`config.mk`:
```
export PLATFORM = sky130hd
export DESIGN_NAME = uart_receiver_flat
export DESIGN_NICKNAME = d
export VERILOG_FILES = /design/src/rtl/uart_pkg.sv /design/src/rtl/uart_receiver_if.sv /design/src/rtl/rx_baud_gen.sv /design/src/rtl/uart_receiver.sv /design/src/flat_wrapper.sv
export SDC_FILE = /design/constraint.sdc
export NUM_CORES = 1
export LEC_CHECK = 0
export ABC_AREA = 1
export CAP_MARGIN = 20
export CORE_MARGIN = 2
export CORE_UTILIZATION = 53
export CTS_BUF_LIST = sky130_fd_sc_hd__clkbuf_8
export DETAILED_ROUTE_END_ITERATION = 6
export PLACE_DENSITY = 0.73
export SLEW_MARGIN = 20
export SYNTH_ARGS = -nofsm -noshare
export SYNTH_HDL_FRONTEND = slang
export SYNTH_SLANG_ARGS = --single-unit
```
`constraint.sdc`:
```
create_clock -name clk -period 6.2 [get_ports clk]
set_clock_uncertainty 0.05 [all_clocks]
set_input_delay 1.24 -clock clk [delete_from_list [all_inputs] [get_ports clk]]
set_output_delay 1.24 -clock clk [all_outputs]
set_load 0.01 [all_outputs]
```
`src/rtl/uart_pkg.sv`:
```
// Shared UART frame constants, state encoding and baud divisor helper.
// Used by the receiver here and by the matching transmitter.
package uart_pkg;

  localparam int DATA_BITS  = 8;
  localparam int OVERSAMPLE = 16;
  localparam int MID_SAMPLE = 7;
  localparam int CNT_W      = 16;

  typedef enum logic [2:0] {
    IDLE   = 3'd0,
    START  = 3'd1,
    DATA   = 3'd2,
    PARITY = 3'd3,
    STOP   = 3'd4
  } uart_state_t;

  function automatic int unsigned baud_rate(input logic [2:0] sel);
    case (sel)
      3'd0:    return 300;
      3'd1:    return 1200;
      3'd2:    return 4800;
      3'd3:    return 9600;
      3'd4:    return 19200;
      3'd5:    return 38400;
      3'd6:    return 57600;
      default: return 115200;
    endcase
  endfunction

  // Rounded clocks per oversample tick; clamped to 1 so slow clocks still tick.
  function automatic int unsigned baud_div(input int unsigned clk_hz, input logic [2:0] sel);
    int unsigned den;
    int unsigned div;
    den = OVERSAMPLE * baud_rate(sel);
    div = (clk_hz + den / 2) / den;
    return (div < 1) ? 1 : div;
  endfunction

endpackage

```
`src/rtl/uart_receiver_if.sv`:
```
// Host-side signal bundle of the UART receiver, plus a debug view of its FSM state.
interface uart_receiver_if;
  import uart_pkg::*;

  // Serial line and controls flow host->receiver; the byte and status strobes
  // flow back as single-cycle pulses with no backpressure (no ready).
  logic        RxD;
  logic        Rx_EN;
  logic [2:0]  baud_select;
  logic [7:0]  Rx_DATA;
  logic        Rx_VALID;
  logic        Rx_PERROR;
  logic        Rx_FERROR;
  uart_state_t rx_state;

  modport master (
    output RxD, Rx_EN, baud_select,
    input  Rx_DATA, Rx_VALID, Rx_PERROR, Rx_FERROR, rx_state
  );

  modport slave (
    input  RxD, Rx_EN, baud_select,
    output Rx_DATA, Rx_VALID, Rx_PERROR, Rx_FERROR, rx_state
  );
endinterface

```
`src/rtl/rx_baud_gen.sv`:
```
// 16x oversample tick generator; restarts whenever the rate selection changes.
module rx_baud_gen
  import uart_pkg::*;
#(
  parameter int unsigned CLK_HZ = 50_000_000
) (
  input  logic       clk,
  input  logic       reset,
  input  logic [2:0] baud_select,
  output logic       o_tick
);

  localparam logic [CNT_W-1:0] DIV_TAB [8] = '{
    CNT_W'(baud_div(CLK_HZ, 3'd0)), CNT_W'(baud_div(CLK_HZ, 3'd1)),
    CNT_W'(baud_div(CLK_HZ, 3'd2)), CNT_W'(baud_div(CLK_HZ, 3'd3)),
    CNT_W'(baud_div(CLK_HZ, 3'd4)), CNT_W'(baud_div(CLK_HZ, 3'd5)),
    CNT_W'(baud_div(CLK_HZ, 3'd6)), CNT_W'(baud_div(CLK_HZ, 3'd7))
  };

  logic [CNT_W-1:0] r_cnt;
  logic [2:0]       r_sel;
  logic             r_tick;
  logic [CNT_W-1:0] w_div;

  assign w_div  = DIV_TAB[baud_select];
  assign o_tick = r_tick;

  always_ff @(posedge clk) begin
    r_sel <= baud_select;
    if (reset || (baud_select != r_sel)) begin
      r_cnt  <= '0;
      r_tick <= 1'b0;
    end else if (r_cnt == w_div - 1'b1) begin
      r_cnt  <= '0;
      r_tick <= 1'b1;
    end else begin
      r_cnt  <= r_cnt + 1'b1;
      r_tick <= 1'b0;
    end
  end

endmodule

```
`src/rtl/uart_receiver.sv`:
```
// UART receiver: 8 data bits LSB first, even parity, 1 stop, 16x oversampled,
// mid-bit sampling, single-cycle VALID/PERROR/FERROR strobes.
module uart_receiver
  import uart_pkg::*;
#(
  parameter int unsigned CLK_HZ = 50_000_000
) (
  input  logic           clk,
  input  logic           reset,
  uart_receiver_if.slave rx
);

  logic        r_sync1, r_sync2, r_prev;
  uart_state_t r_state, w_state_n;
  logic [3:0]  r_sc, w_sc_n;
  logic [2:0]  r_bc, w_bc_n;
  logic [7:0]  r_shift, w_shift_n;
  logic        r_par, w_par_n;
  logic [7:0]  r_data, w_data_n;
  logic        r_valid, w_valid_n;
  logic        r_perr, w_perr_n;
  logic        r_ferr, w_ferr_n;
  logic        w_tick, w_cur;

  rx_baud_gen #(.CLK_HZ(CLK_HZ)) u_baud (
    .clk         (clk),
    .reset       (reset),
    .baud_select (rx.baud_select),
    .o_tick      (w_tick)
  );

  assign w_cur = r_sync2;

  // Synchronizer and previous-sample flops idle high so reset never looks like a start edge.
  always_ff @(posedge clk) begin
    if (reset) begin
      r_sync1 <= 1'b1;
      r_sync2 <= 1'b1;
      r_prev  <= 1'b1;
    end else begin
      r_sync1 <= rx.RxD;
      r_sync2 <= r_sync1;
      if (w_tick) r_prev <= w_cur;
    end
  end

  always_ff @(posedge clk) begin
    if (reset) begin
      r_state <= IDLE;
      r_sc    <= '0;
      r_bc    <= '0;
      r_shift <= '0;
      r_par   <= 1'b0;
      r_data  <= '0;
      r_valid <= 1'b0;
      r_perr  <= 1'b0;
      r_ferr  <= 1'b0;
    end else begin
      r_state <= w_state_n;
      r_sc    <= w_sc_n;
      r_bc    <= w_bc_n;
      r_shift <= w_shift_n;
      r_par   <= w_par_n;
      r_data  <= w_data_n;
      r_valid <= w_valid_n;
      r_perr  <= w_perr_n;
      r_ferr  <= w_ferr_n;
    end
  end

  always_comb begin
    w_state_n = r_state;
    w_sc_n    = r_sc;
    w_bc_n    = r_bc;
    w_shift_n = r_shift;
    w_par_n   = r_par;
    w_data_n  = r_data;
    w_valid_n = 1'b0;
    w_perr_n  = 1'b0;
    w_ferr_n  = 1'b0;
    if (!rx.Rx_EN) begin
      w_state_n = IDLE;
      w_sc_n    = '0;
      w_bc_n    = '0;
    end else if (w_tick) begin
      case (r_state)
        IDLE: begin
          if (r_prev && !w_cur) begin
            w_state_n = START;
            w_sc_n    = '0;
          end
        end
        START: begin
          if (r_sc == 4'(MID_SAMPLE)) begin
            w_sc_n    = '0;
            w_bc_n    = '0;
            w_state_n = w_cur ? IDLE : DATA;
          end else begin
            w_sc_n = r_sc + 1'b1;
          end
        end
        DATA: begin
          w_sc_n = r_sc + 1'b1;
          if (r_sc == 4'(OVERSAMPLE - 1)) begin
            w_shift_n = {w_cur, r_shift[7:1]};
            if (r_bc == 3'(DATA_BITS - 1)) w_state_n = PARITY;
            else                           w_bc_n    = r_bc + 1'b1;
          end
        end
        PARITY: begin
          w_sc_n = r_sc + 1'b1;
          if (r_sc == 4'(OVERSAMPLE - 1)) begin
            w_par_n   = w_cur;
            w_state_n = STOP;
          end
        end
        STOP: begin
          w_sc_n = r_sc + 1'b1;
          if (r_sc == 4'(OVERSAMPLE - 1)) begin
            w_data_n  = r_shift;
            w_perr_n  = (r_par != ^r_shift);
            w_ferr_n  = !w_cur;
            w_valid_n = (r_par == ^r_shift) && w_cur;
            w_state_n = IDLE;
          end
        end
        default: w_state_n = IDLE;
      endcase
    end
  end

  assign rx.Rx_DATA   = r_data;
  assign rx.Rx_VALID  = r_valid;
  assign rx.Rx_PERROR = r_perr;
  assign rx.Rx_FERROR = r_ferr;
  assign rx.rx_state  = r_state;

endmodule

```
`src/flat_wrapper.sv`:
```
// flat-port wrapper written by rule: the top's interface ports become plain ports
module uart_receiver_flat import uart_pkg::*;
#(
  parameter int unsigned CLK_HZ = 50_000_000
)
  (clk, reset, rx_RxD, rx_Rx_EN, rx_baud_select, rx_Rx_DATA, rx_Rx_VALID, rx_Rx_PERROR, rx_Rx_FERROR, rx_rx_state);
  uart_receiver_if rx_i ();
  input  logic clk;
  input  logic reset;
  input wire logic [$bits(rx_i.RxD)-1:0] rx_RxD;
  input wire logic [$bits(rx_i.Rx_EN)-1:0] rx_Rx_EN;
  input wire logic [$bits(rx_i.baud_select)-1:0] rx_baud_select;
  output wire logic [$bits(rx_i.Rx_DATA)-1:0] rx_Rx_DATA;
  output wire logic [$bits(rx_i.Rx_VALID)-1:0] rx_Rx_VALID;
  output wire logic [$bits(rx_i.Rx_PERROR)-1:0] rx_Rx_PERROR;
  output wire logic [$bits(rx_i.Rx_FERROR)-1:0] rx_Rx_FERROR;
  output wire logic [$bits(rx_i.rx_state)-1:0] rx_rx_state;
  assign rx_i.RxD = rx_RxD;
  assign rx_i.Rx_EN = rx_Rx_EN;
  assign rx_i.baud_select = rx_baud_select;
  assign rx_Rx_DATA = rx_i.Rx_DATA;
  assign rx_Rx_VALID = rx_i.Rx_VALID;
  assign rx_Rx_PERROR = rx_i.Rx_PERROR;
  assign rx_Rx_FERROR = rx_i.Rx_FERROR;
  assign rx_rx_state = rx_i.rx_state;
  uart_receiver #(.CLK_HZ(CLK_HZ)) u_core (.clk(clk), .reset(reset), .rx(rx_i));
endmodule
```
# Word level (Yosys, flattened, before mapping)
# Memory sizes are Yosys's and may differ from the RTL's.
# Index checks and enable logic that the tools add are counted.
# word_totals
output_inout_bits,14
inputBits,7
n_memories,1
register_bits,53
elab_cells,80
rom_bits,128
# op_classes
eq_ne,18
add_sub_neg,4
n_lt_le_gt_ge,1
n_reduce_logical,18
bitwise_logic,5
muxes,18
# mem_list
memory,words,width,read_ports,rd_ports_with_merged_regs,wr,line,rtl
(no name shown),8,16,1,0,0,rx_baud_gen.sv:25,assign w_div = DIV_TAB[baud_select];
# op_table
op,n
$mux 16,2
$mux 3,9
$add 16x1->16 const B,1
$eq 16x16->1,1
$sub 16x1->16 const B,1
$pmux 3 s5,1
$ne 2x1->1 const B,6
$pmux 4 s3,1
$reduce_and 4->1,3
$mux 4,2
$reduce_xor 8->1,1
$reduce_and 7->1,1
$eq 3x2->1 const B,2
$eq 3x3->1 const B,2
$pmux 3 s2,1
$reduce_and 5->1,1
$reduce_or 5->1,1
$add 4x1->4 const B,1
$eq 4x3->1 const B,1
$eq 4x4->1 const B,1
$ge 4x4->1 const B,1
$not 1->1,4
$not 3->4,1
$reduce_or 2->1,2
16 further kinds,17

# Logic depth before layout (Yosys ltp)
# depth
ltp_word,7
depth_mapped,20
ltp_nobuf,19

# By module
# From an unflattened synthesis, not the netlist that was laid out.
# unflattened
cells_unflattened,469
area_unflattened_um2,3263.1
# by_module_without_submodules
module,n_inst,cells_each,area_each_um2,seq_area_each_um2
rx_baud_gen,1,249,1642.8,400.4
uart_receiver,1,220,1620.3,660.6

# Least setup slack after synthesis
# Ideal clock, no wire load.
# synth_path
kind,in2reg
start,in rx_baud_select[0]
end,reg u_core.u_baud.r_cnt[4]
slack_ns,2.941
arrival_time_ns,3.085
setup_ns,0.124
n_path_buf,1
t_required_ns,6.026
stages,19
cell_sequence,inv_1 ha_1 inv_1 nand2_1 nand2_1 inv_1 ha_1 nand3_2 nor2_8 nand3_4 nand2_1 nand2_1 nor2_1 nand3_1 nor2_1 nand2_1 nand2_4 buf_12 nor2_4
# synth_via
elab_chain_len,7
word_cells_on_any_way,9
classes_between,1 x add/sub; 2 x eq/ne; 2 x mux; 1 x bitwise; 2 x reduce/logical; 1 x memory
# synth_lines
item,line,rtl
from (decl),flat_wrapper.sv:12,input wire logic [$bits(rx_i.baud_select)-1:0] rx_baud_select;
$not 3->4 (not written as such),rx_baud_gen.sv:25,
$mem_v2 8x16,--,
$mux 16 (not written as such) (2 in series),rx_baud_gen.sv:25,
$sub 16x1->16,rx_baud_gen.sv:33,end else if (r_cnt == w_div - 1'b1) begin
$eq 16x16->1,rx_baud_gen.sv:33,
$reduce_or 2->1 (no source line) (*),--,
to (signal assigned),rx_baud_gen.sv:37,r_cnt <= r_cnt + 1'b1;
to (decl),rx_baud_gen.sv:20,logic [CNT_W-1:0] r_cnt;
# Every way passes the cells marked *; elsewhere a longest branch is shown, timed or not. The select of a mux whose other input is x is not followed.
# A chain may end at the register's enable or synchronous reset.

# Worst setup path after layout
# layout_path
start,in rx_baud_select[2]
end,reg u_core.u_baud.r_cnt[11]
# Same word-level chain as after synthesis.

==> flow_summary_export.csv <==
group,metric,value,unit
run_status,status,"finished clean",
timing,max-slew-margin-rel,44.8,%
setup_path,cp_num_cells,17,
power,finalPower,627,uW
setup_path,r2r_end,"u_core.u_baud.r_cnt[12]",
synth,synth_enable_flop_cells,0,
global_route,grt_usage,20.9,%
clock_network,cts_setup_buffers,0,
setup_path,cp-start-kind,"primary input",
detailed_routing,wirelength,6390,um
setup_path,cp-end-kind,"flop",
floorplan,row_count,28,
synth,synth_cells,420,
setup_path,worstPathRequired,6.35,ns
setup_path,crit_arrival,4.25,ns
timing,fmax,244,MHz
detailed_routing,ant_nets,0,
clock_network,tritoncts,"built",
synth,synth_largest_area_cell,"dfxtp_1",
synth,postSynth.asyncResetShare,0,%
clock_network,root_buffer,"clkbuf_8",
detailed_routing,drc_errors,0,
detailed_routing,wl_per_cell,12.3,um
place,dpl.hpwl,4860,um
setup_path,cp-startpoint,"rx_baud_select[2]",
power,pwr-share-clk,33.0,%
worst_hold_path,hold_depth,1,
synth,syn_area_per_cell,7.49,um^2
global_route,grt_use_met1,25.7,%
setup_path,crit_top_cell,"nand2_1",
floorplan,initial_core_util,54.1,%
power,intPower,450,uW
clock_network,cts_made_buffers,5,
timing,rsz0062_at_grt,"no",
timing,setup_tns,0,ns
clock_network,clkTransAtPathRegs,0.10,ns
timing,post-route-period-util,66.2,%
clock_network,cts_resized,0,
finish,n_antenna_cell,0,
power,power_density,179,nW/um^2
clock_network,htree_levels,2,
job,max_cap_viol_count,0,
setup_path,crit_buf_inv,3,
power,power.leakage,0.00141,uW
synth,ys_ff_latch,53,
global_route,grt_pass1_wl,10800,um
synth,yosys_warnings,0,
timing,worst_slew_pin_slew,0.822,ns
floorplan,core_area,5820,um^2
worst_hold_path,hold_class,"flop to flop",
synth,synth_seq_area_share,33.7,%
setup_path,cp_max_fo,16,
synth,netlist_top_cells_count,"nand2_1, inv_1, dfxtp_1",
setup_path,critical_path.max_stage_delay,0.78,ns
clock_network,cts_sinks,53,
timing,worst_hold_slack,0.374,ns
global_route,grt_overflow,0,
timing,hold_viol,0,
global_route,grt_start_max_net_pins,20,
clock_network,cts_hold_buf,0,
synth,yosys.cell_count.top_type,"nand2_1",
global_route,grt-busiest-layer,"met2",
floorplan,pin_count,21,
detailed_routing,first_iter_violations,103,
timing,final_max_slew_viol_count,0,
synth,synth.net_count,439,
setup_path,crit_chain,"clkdlybuf4s50_1 -> inv_2 -> nand2_1 -> nand2_1 -> inv_1 -> ha_1 -> nand3_2 -> nor2_8 -> nand3_4 -> nand2_1 -> nand2_1 -> nor2_1 -> nand3_1 -> nor2_1 -> nand2_1 -> nand2_4 -> nor2_1",
floorplan,die-area,6570,um^2
detailed_routing,drt_first_pass_iters,4,
floorplan,die_w,81.0,um
synth,synth_top_flop_cell,"dfxtp_1",
global_route,grt_util_met3,3.89,%
setup_path,crit_family,"simple AND/OR/NAND/NOR gates",
setup_path,worstSetupEndpoint,"u_core.u_baud.r_cnt[11]",
global_route,use_met2,36.9,%
place,gp_congestion,0.911,
finish,syn_to_final_growth,11.3,%
detailed_routing,vias,2711,
setup_path,reg2reg_depth,8,
global_route,first_global_vias,2464,
synth,ys_types,34,
synth,syn_area,3140,um^2
synth,synth_top_area_share,33.7,%
power,peakVddDrop,0.000108,V
floorplan,fp.dieH,81.0,um
timing,period_needed,4.10,ns
clock_network,worstSkewPairLatency,0.31,ns
setup_path,critPathSlowestCell,"clkdlybuf4s50_1",
timing,finalSetupViolCount,0,
power,seq_power_share,54.9,%
power,p_sw_share,28.3,%
finish,fin_nets,463,
setup_path,r2r_setup_slack,4.05,ns
setup_path,r2r-start,"u_core.u_baud.r_cnt[0]",
global_route,antenna_found_initial,0,
place,port_buffers,20,
power,pwr-share-comb,12.1,%
setup_path,crit_type,"primary input to flop",
clock_network,cts_buffer_depth,2,
power,power.switching,177,uW
synth,synthTopCellsByArea,"dfxtp_1, nand2_1, inv_1, xor2_1, a21oi_1",
finish,drive_gt1_share,10.3,%
detailed_routing,vias_per_cell,5.21,
finish,fillers,557,
## through the flow
stage | utilization [%] | instance area (um^2) | instances | setup slack [ns]
final | 60.2 | 3500 | 520 | 2.10
after global routing | 60.2 | 3500 | 520 | 1.80
after CTS | 60.2 | 3500 | 520 | 2.09
after detailed placement | 58.6 | 3410 | 512 | 1.74
after global placement | 58.6 | 3410 | 512 | 1.81
after floorplan | - | 3140 | 420 | 2.94
## power by group through the flow
stage	logic [uW]	registers [uW]	clock network (uW)
CTS	76.1	344	212
detailed placement	75.3	352	0
floorplan	59.9	351	0
finish	76.0	344	207
global placement	74.2	352	0
global route	85.0	344	226
## cell type report
class                      instances  area [um^2]  share of cell area [%]
multi-input combinational        304         1820                    52.0
sequential                        53         1060                    30.3
inverter                          59          221                    6.33
timing repair buffer              21          208                    5.93
tap                               75         93.8                    2.68
clock buffer                       5         68.8                    1.97
clock inverter                     3         26.3                   0.751
## sequential cells by signal, indices dropped and copies added (netlist names)
register / flops
u_core.r_bc: 3
u_core.r_par: 1
u_core.r_prev: 1
u_core.r_sc: 4
u_core.r_shift: 8
u_core.r_sync1: 1
u_core.r_sync2: 1
u_core.rx.Rx_DATA: 8
u_core.rx.Rx_FERROR: 1
u_core.rx.Rx_PERROR: 1
u_core.rx.Rx_VALID: 1
u_core.rx.rx_state: 3
u_core.u_baud.o_tick: 1
u_core.u_baud.r_cnt: 16
u_core.u_baud.r_sel: 3
## worst min-delay path by stage
stage,start,endpoint
2_1_floorplan,u_core.r_sync1,u_core.r_sync2
3_3_place_gp,u_core.r_sync1,u_core.r_sync2
3_5_place_dp,u_core.r_sync1,u_core.r_sync2
4_1_cts,u_core.r_sync1,u_core.r_sync2
5_1_grt,u_core.r_sync1,u_core.r_sync2
6_report,u_core.r_sync1,u_core.r_sync2
## metal layers
metal / routed length (um) / vias up
li1: - / 1422
met1: 2940 / 1228
met2: 3100 / 50
met3: 226 / 11
met4: 118 / 0
met5: 0 / -
## kinds of logic (layout without fill, tap and decap cells)
family | after synthesis | count (layout) | share of synthesized area, %
buf+inv | 63 | 88 | 8.32
xor+xnor | 26 | 26 | 7.24
flops | 53 | 53 | 33.7
fa+ha+maj | 12 | 12 | 4.78
simple gates | 201 | 201 | 34.8
compound gates | 65 | 65 | 11.1
## worst reg2reg max path, delay by kind of cell (launching register included)
kind / cells / cell delay, ns
DFF: 1 / 0.46
adders and majority gates: 1 / 0.23
and+or+nand+nor: 6 / 1.19
xor gates and xnor gates: 1 / 0.18
## placed cells by master (no fill, tap or decap), types with 19 or more instances in the layout
| master | n |
|---|---|
| nand2_1 | 80 |
| inv_1 | 58 |
| dfxtp_1 | 53 |
| a21oi_1 | 30 |
| nor2_1 | 29 |
| o21ai_0 | 27 |
| nand3_1 | 26 |
| clkdlybuf4s50_1 | 20 |
| xor2_1 | 19 |
No activity file was read; power rests on OpenSTA's default activity.
